**src/rtl/mips_pipe_pkg.sv**
```systemverilog
// rtl/mips_pipe_pkg.sv - shared widths, control-bit indices and bubble constant for MIPS pipeline registers
package mips_pipe_pkg;

  localparam int DEF_CTRL_W = 10;
  localparam int DEF_DATA_W = 32;

  // Bit positions inside the control field carried between stages.
  localparam int CTRL_REG_DST   = 0;
  localparam int CTRL_ALU_SRC   = 1;
  localparam int CTRL_MEM_READ  = 2;
  localparam int CTRL_MEM_WRITE = 3;
  localparam int CTRL_MEM_TO_REG = 4;
  localparam int CTRL_REG_WRITE = 5;
  localparam int CTRL_BRANCH    = 6;
  localparam int CTRL_JUMP      = 7;
  localparam int CTRL_ALU_OP_LO = 8;
  localparam int CTRL_ALU_OP_HI = 9;

  typedef logic [DEF_CTRL_W-1:0] ctrl_t;

  localparam ctrl_t NOP_CTRL = '0;

endpackage

```
**src/rtl/pipe_entry.sv**
```systemverilog
// rtl/pipe_entry.sv - one valid + ctrl + data storage slot with load/clear
module pipe_entry #(
  parameter int CTRL_W = 10,
  parameter int DATA_W = 32
) (
  input  logic              clk,
  input  logic              rst_n,
  input  logic              load,
  input  logic              clear,
  input  logic [CTRL_W-1:0] load_ctrl,
  input  logic [DATA_W-1:0] load_data,
  output logic              valid,
  output logic [CTRL_W-1:0] ctrl,
  output logic [DATA_W-1:0] data
);

  // Load wins over clear so a slot can be refilled in the cycle it drains.
  always_ff @(posedge clk) begin
    if (!rst_n) begin
      valid <= 1'b0;
      ctrl  <= '0;
      data  <= '0;
    end else if (load) begin
      valid <= 1'b1;
      ctrl  <= load_ctrl;
      data  <= load_data;
    end else if (clear) begin
      valid <= 1'b0;
      ctrl  <= '0;
    end
  end

endmodule

```
**src/rtl/pipe_stage_reg.sv**
```systemverilog
// rtl/pipe_stage_reg.sv - handshaked pipeline-stage register with optional skid buffer, freeze and flush
module pipe_stage_reg
  import mips_pipe_pkg::*;
#(
  parameter int DATA_W = DEF_DATA_W,
  parameter int CTRL_W = DEF_CTRL_W,
  parameter int SKID   = 1
) (
  input  logic              clk,
  input  logic              rst_n,
  input  logic              hit,
  input  logic              flush,
  input  logic              in_valid,
  output logic              in_ready,
  input  logic [CTRL_W-1:0] in_ctrl,
  input  logic [DATA_W-1:0] in_data,
  output logic              out_valid,
  input  logic              out_ready,
  output logic [CTRL_W-1:0] out_ctrl,
  output logic [DATA_W-1:0] out_data,
  output logic [1:0]        occupancy
);

  logic              pass;
  logic              in_fire;
  logic              out_fire;
  logic              head_valid;
  logic [CTRL_W-1:0] head_ctrl;
  logic [DATA_W-1:0] head_data;

  assign pass      = hit && !flush;
  assign in_fire   = in_valid && in_ready;
  assign out_fire  = out_valid && out_ready;
  assign out_valid = pass && head_valid;
  assign out_ctrl  = out_valid ? head_ctrl : CTRL_W'(NOP_CTRL);
  assign out_data  = head_data;

  if (SKID == 0) begin : g_single
    assign in_ready  = rst_n && pass && (!head_valid || out_ready);
    assign occupancy = {1'b0, head_valid};

    pipe_entry #(.CTRL_W(CTRL_W), .DATA_W(DATA_W)) u_e0 (
      .clk       (clk),
      .rst_n     (rst_n),
      .load      (in_fire),
      .clear     (flush || out_fire),
      .load_ctrl (in_ctrl),
      .load_data (in_data),
      .valid     (head_valid),
      .ctrl      (head_ctrl),
      .data      (head_data)
    );
  end else begin : g_skid
    logic              ready_q;
    logic              v1;
    logic [CTRL_W-1:0] c1;
    logic [DATA_W-1:0] d1;
    logic [1:0]        occ;
    logic [1:0]        occ_next;
    logic              e0_load;
    logic              e0_clear;
    logic              e1_load;
    logic              e1_clear;

    assign occ      = {1'b0, head_valid} + {1'b0, v1};
    assign occ_next = flush ? 2'd0 : occ + {1'b0, in_fire} - {1'b0, out_fire};
    assign in_ready = rst_n && pass && ready_q;

    // Head refills from the tail slot when both are held, else from the input.
    assign e0_load  = (out_fire && v1) || (in_fire && (!head_valid || out_fire));
    assign e0_clear = flush || out_fire;
    assign e1_load  = in_fire && head_valid && !out_fire;
    assign e1_clear = flush || out_fire;

    always_ff @(posedge clk) begin
      if (!rst_n) ready_q <= 1'b1;
      else        ready_q <= (occ_next != 2'd2);
    end

    pipe_entry #(.CTRL_W(CTRL_W), .DATA_W(DATA_W)) u_e0 (
      .clk       (clk),
      .rst_n     (rst_n),
      .load      (e0_load),
      .clear     (e0_clear),
      .load_ctrl (v1 ? c1 : in_ctrl),
      .load_data (v1 ? d1 : in_data),
      .valid     (head_valid),
      .ctrl      (head_ctrl),
      .data      (head_data)
    );

    pipe_entry #(.CTRL_W(CTRL_W), .DATA_W(DATA_W)) u_e1 (
      .clk       (clk),
      .rst_n     (rst_n),
      .load      (e1_load),
      .clear     (e1_clear),
      .load_ctrl (in_ctrl),
      .load_data (in_data),
      .valid     (v1),
      .ctrl      (c1),
      .data      (d1)
    );

    assign occupancy = occ;
  end

endmodule
```
**config.mk**
```make
export PLATFORM = sky130hd
export DESIGN_NAME = pipe_stage_reg
export DESIGN_NICKNAME = d
export VERILOG_FILES = /design/src/rtl/mips_pipe_pkg.sv /design/src/rtl/pipe_entry.sv /design/src/rtl/pipe_stage_reg.sv
export SDC_FILE = /design/constraint.sdc
export NUM_CORES = 1
export LEC_CHECK = 0
export ABC_AREA = 1
export CAP_MARGIN = 20
export CORE_MARGIN = 4
export CORE_UTILIZATION = 50
export CTS_CLUSTER_SIZE = 14
export DETAILED_ROUTE_END_ITERATION = 8
export PLACE_DENSITY = 0.91
export SYNTH_ARGS = -nofsm -noshare
export SYNTH_HDL_FRONTEND = slang
export SYNTH_HIERARCHICAL = 1
export SYNTH_SLANG_ARGS = --single-unit
export TNS_END_PERCENT = 10
```
**constraint.sdc**
```tcl
create_clock -name clk -period 1.65 [get_ports clk]
set_input_delay 0.165 -clock clk [delete_from_list [all_inputs] [get_ports clk]]
set_output_delay 0.165 -clock clk [all_outputs]
set_load 0.05 [all_outputs]
```
==> reports/metrics.cfg, run 1 <==
[sta]
slew_viol_final = 0
skew_ns = 0.0112
fmax_ghz = 0.616
finalCriticalPeriod_ns = 1.62
tightest_slew_ns = 0.540
setup_violations = 0
holdWs_ns = 0.348
hold_viol_final = 0
slew_headroom_pct = 64.0
fin_crit_sh_pct = 98.4
rsz0062_at_grt = false

[worst_setup_path]
cpLargestDelayFamily = buffers and inverters
crit_buf_inv = 1
worstPathArrival_ns = 1.46
crit_path_start_kind = flip-flop
r2r_cells = 8
crit_type = flip-flop to output port
critPathMaxStageDelay_ns = 0.79
path_cells = clkdlybuf4s50_1
slowest_stage = clkdlybuf4s50_1
critical_path.max_fanout = 2
r2r_slack_ns = 0.04
worstPathRequired_ns = 1.48
end_kind = output port
r2r_start = g_skid.u_e0/valid
rr_endpoint = g_skid.u_e0/data[20]

[clock_network]
cts_buffer_depth = 2
cts_buffers = 9
cts_tree = built
post_cts_buffers = 0
hold_buffers = 0
insertion_delay_ns = 0.35
cts.sinks = 87
h-tree-depth = 3
clockRootBuffer = clkbuf_8
path_clk_slew_ns = 0.09

[floorplanning]
pin_count = 94
row_count = 32
fp.dieW_microns = 97.5
die_h_microns = 97.5
start_util_pct = 51.5
die-area_sq_mm = 0.00950
core_sq_mm = 0.00777

[layout]
fin_cells = 674
diodes = 0
fill_cells = 589
layout-drive-gt1-share_pct = 22.2
fin_util_pct = 68.8
area.growth.synth_to_final_pct = 33.5
nNetsFinal = 617

[route]
routed_wl_microns = 9610
antenna_left = 0
wl_per_cell_microns = 14.3
vias_per_cell = 5.11
dr_total_vias = 3443
drtIter0Drc = 184
drc = 0
firstDrtPassIters = 4

[power]
power_density_mw_per_mm2 = 780
p_switching_uw = 1010
clockPowerShare_pct = 36.4
intPower_uw = 3150
seqPwrFrac_pct = 51.5
leakage_uw = 0.00241
peakVddDrop_mv = 0.404
comb_power_share_pct = 12.0
switching_share_pct = 24.4

[global_route]
grt_pass1_vias = 3368
grt_pass1_wl_microns = 15600
grt_max_degree = 68
grt.overflow.total = 0
grt_use_total_pct = 19.7
grt_antenna_before_repair = 0

[worst_hold_path]
hold_depth = 6
hp-start = rst_n
min_to = g_skid.ready_q
worstHoldPathType = input port to flip-flop

[synthesis]
synth_top_family_by_area = simple AND/OR/NAND/NOR gates
synthesis.area_sq_mm = 0.00400
ys_seq_area_share_pct = 43.5
synth-compound-area-share_pct = 10.9
synth_cells = 473
yosys.area_share.adder_pct = 0.625
synth_mux_area_share_pct = 15.5
synthSimpleGateAreaFrac_pct = 20.1
ys_seq_elements = 87
synth_warnings = 6
synthDistinctLibCells = 21
avgSynthCellArea_sq_um = 8.46
yosys.area_share.xor_xnor_pct = 0.219
syn_nets = 523

[placement]
gp_congestion = 0.831
dp_hpwl_microns = 6790
io_buffers = 93
placed_cells = 657

[status]
run_status = completed

[job]
maxCapViolCount = 0

-- power groups by stage --
| stage | combinational [uW] | clock (uW) | sequential [uW] |
|---|---|---|---|
| 2_1_floorplan | 189 | 0 | 2290 |
| 3_3_place_gp | 494 | 0 | 2200 |
| 3_5_place_dp | 503 | 0 | 2200 |
| 4_1_cts | 496 | 1540 | 2150 |
| 5_1_grt | 532 | 1620 | 2150 |
| 6_report | 501 | 1520 | 2150 |
-- registers in the layout (all words and copies together) (netlist names) --
| signal | cells |
|---|---|
| g_skid.ready_q | 1 |
| g_skid.u_e1/valid | 1 |
| g_skid.u_e0/ctrl | 10 |
| g_skid.u_e0/valid | 1 |
| g_skid.u_e0/data | 32 |
| g_skid.u_e1/ctrl | 10 |
| g_skid.u_e1/data | 32 |
-- layout make-up --
| class | instances | area [sq um] | share of cell area, % |
|---|---|---|---|
| clock buffers | 11 | 151 | 2.84 |
| clock inverters | 5 | 56.3 | 1.05 |
| inverters | 22 | 85.1 | 1.59 |
| multi-input cells | 333 | 1950 | 36.5 |
| flip-flops and latches | 87 | 1750 | 32.7 |
| well taps | 102 | 128 | 2.39 |
| repair buffers | 114 | 1220 | 22.9 |
-- cell usage after synthesis --
cell / count / share of area [%]
buf_2: 7 / 0.88
nand2_1: 49 / 4.6
nand3_4: 1 / 0.44
ha_1: 2 / 0.63
inv_2: 5 / 0.47
buf_6: 9 / 2.5
nor2_1: 142 / 13
xor2_1: 1 / 0.22
mux2_4: 39 / 15
nor2_4: 3 / 0.84
clkbuf_1: 2 / 0.19
nor3_4: 1 / 0.41
nand3_1: 4 / 0.50
mux2_2: 3 / 0.84
dfxtp_1: 87 / 44
o21ai_0: 64 / 8.0
buf_4: 4 / 0.75
clkbuf_2: 6 / 0.75
inv_1: 17 / 1.6
buf_12: 4 / 2.0
a21oi_1: 23 / 2.9
-- metrics by stage --
step | cell area [sq um] | setup TNS (ns) | setup slack [ns] | power (uW)
finish | 5340 | 0 | 0.0265 | 4160
global route | 5340 | 0 | 0.000322 | 4310
CTS | 5270 | 0 | 0.00159 | 4180
detailed placement | 5080 | -22.95 | -0.325 | 2700
global placement | 5080 | -15.00 | -0.246 | 2690
floorplan | 4010 | 0 | 0.00845 | 2480
-- worst max-delay path by stage --
stage | depth (start not counted) | start | end | slack, ns
floorplan | 9 | g_skid.ready_q | g_skid.u_e1/data[22] | 0.008
global placement | 9 | hit | g_skid.u_e0/data[3] | -0.25
detailed placement | 9 | flush | g_skid.u_e0/data[13] | -0.33
CTS | 1 | g_skid.u_e0/data[0] | out_data[0] | 0.002
global route | 10 | g_skid.u_e0/valid | g_skid.ready_q | 0.0003
finish | 1 | g_skid.u_e0/data[13] | out_data[13] | 0.03
-- layout by cell type (no fill, tap or decap), types with 2 or more instances in the layout --
| master | instances |
|---|---|
| nor2_4 | 4 |
| buf_12 | 16 |
| nand3_2 | 2 |
| buf_4 | 27 |
| nand2_1 | 47 |
| nor2_2 | 4 |
| mux2_4 | 39 |
| inv_1 | 17 |
| a21oi_1 | 22 |
| mux2_2 | 3 |
| dfxtp_1 | 85 |
| dlygate4sd2_1 | 19 |
| o21ai_0 | 63 |
| nand2_2 | 2 |
| clkdlybuf4s50_1 | 45 |
| clkbuf_8 | 11 |
| dlymetal6s2s_1 | 5 |
| nor2_1 | 138 |
| clkinv_2 | 2 |
| nand3_1 | 2 |
| inv_2 | 4 |
-- logic make-up (layout without fill, tap and decap cells) --
logic type               count (synthesis)  after routing
AND/OR/NAND/NOR                        200            201
multiplexers                            42             42
adder cells (fa/ha/maj)                  2              2
buffers and inverters                   54            152
XOR/XNOR                                 1              1
flip-flops                              87             87
AO/OA/AOI/OAI                           87             87
-- routing by layer --
metal	track usage, %	routed length [microns]
met1	22.9	3770
met2	35.3	5130
met3	3.88	559
met4	8.09	152
met5	0	0
-- worst register-to-register path, cell delays in order (launching register included) --
cell and delay [ns]:
dfxtp_4 0.37, buf_4 0.15, inv_1 0.16, nor2_1 0.10, a21oi_4 0.27, inv_2 0.12
buf_12 0.18, nor2_1 0.12, nor2_1 0.06
-- repair_timing --
action | 4_1_cts | 5_1_grt
resized for setup | 20 | 20
hold endpoints to repair | 0 | 0
endpoints found under the setup margin | 21 | 66
cloned | 0 | 1
pin swaps | 0 | 4
Power figures use the tool's default switching activity.
==> run 2: changes to the inputs <==
--- a/config.mk
+++ b/config.mk
@@ -9,6 +9,7 @@
 export CAP_MARGIN = 20
 export CORE_MARGIN = 4
 export CORE_UTILIZATION = 50
+export CTS_CLUSTER_DIAMETER = 80
 export CTS_CLUSTER_SIZE = 14
 export DETAILED_ROUTE_END_ITERATION = 8
 export PLACE_DENSITY = 0.91
==> results of run 2 <==
Same layout as run 1: the final DEF is identical, and so are final timing and power.
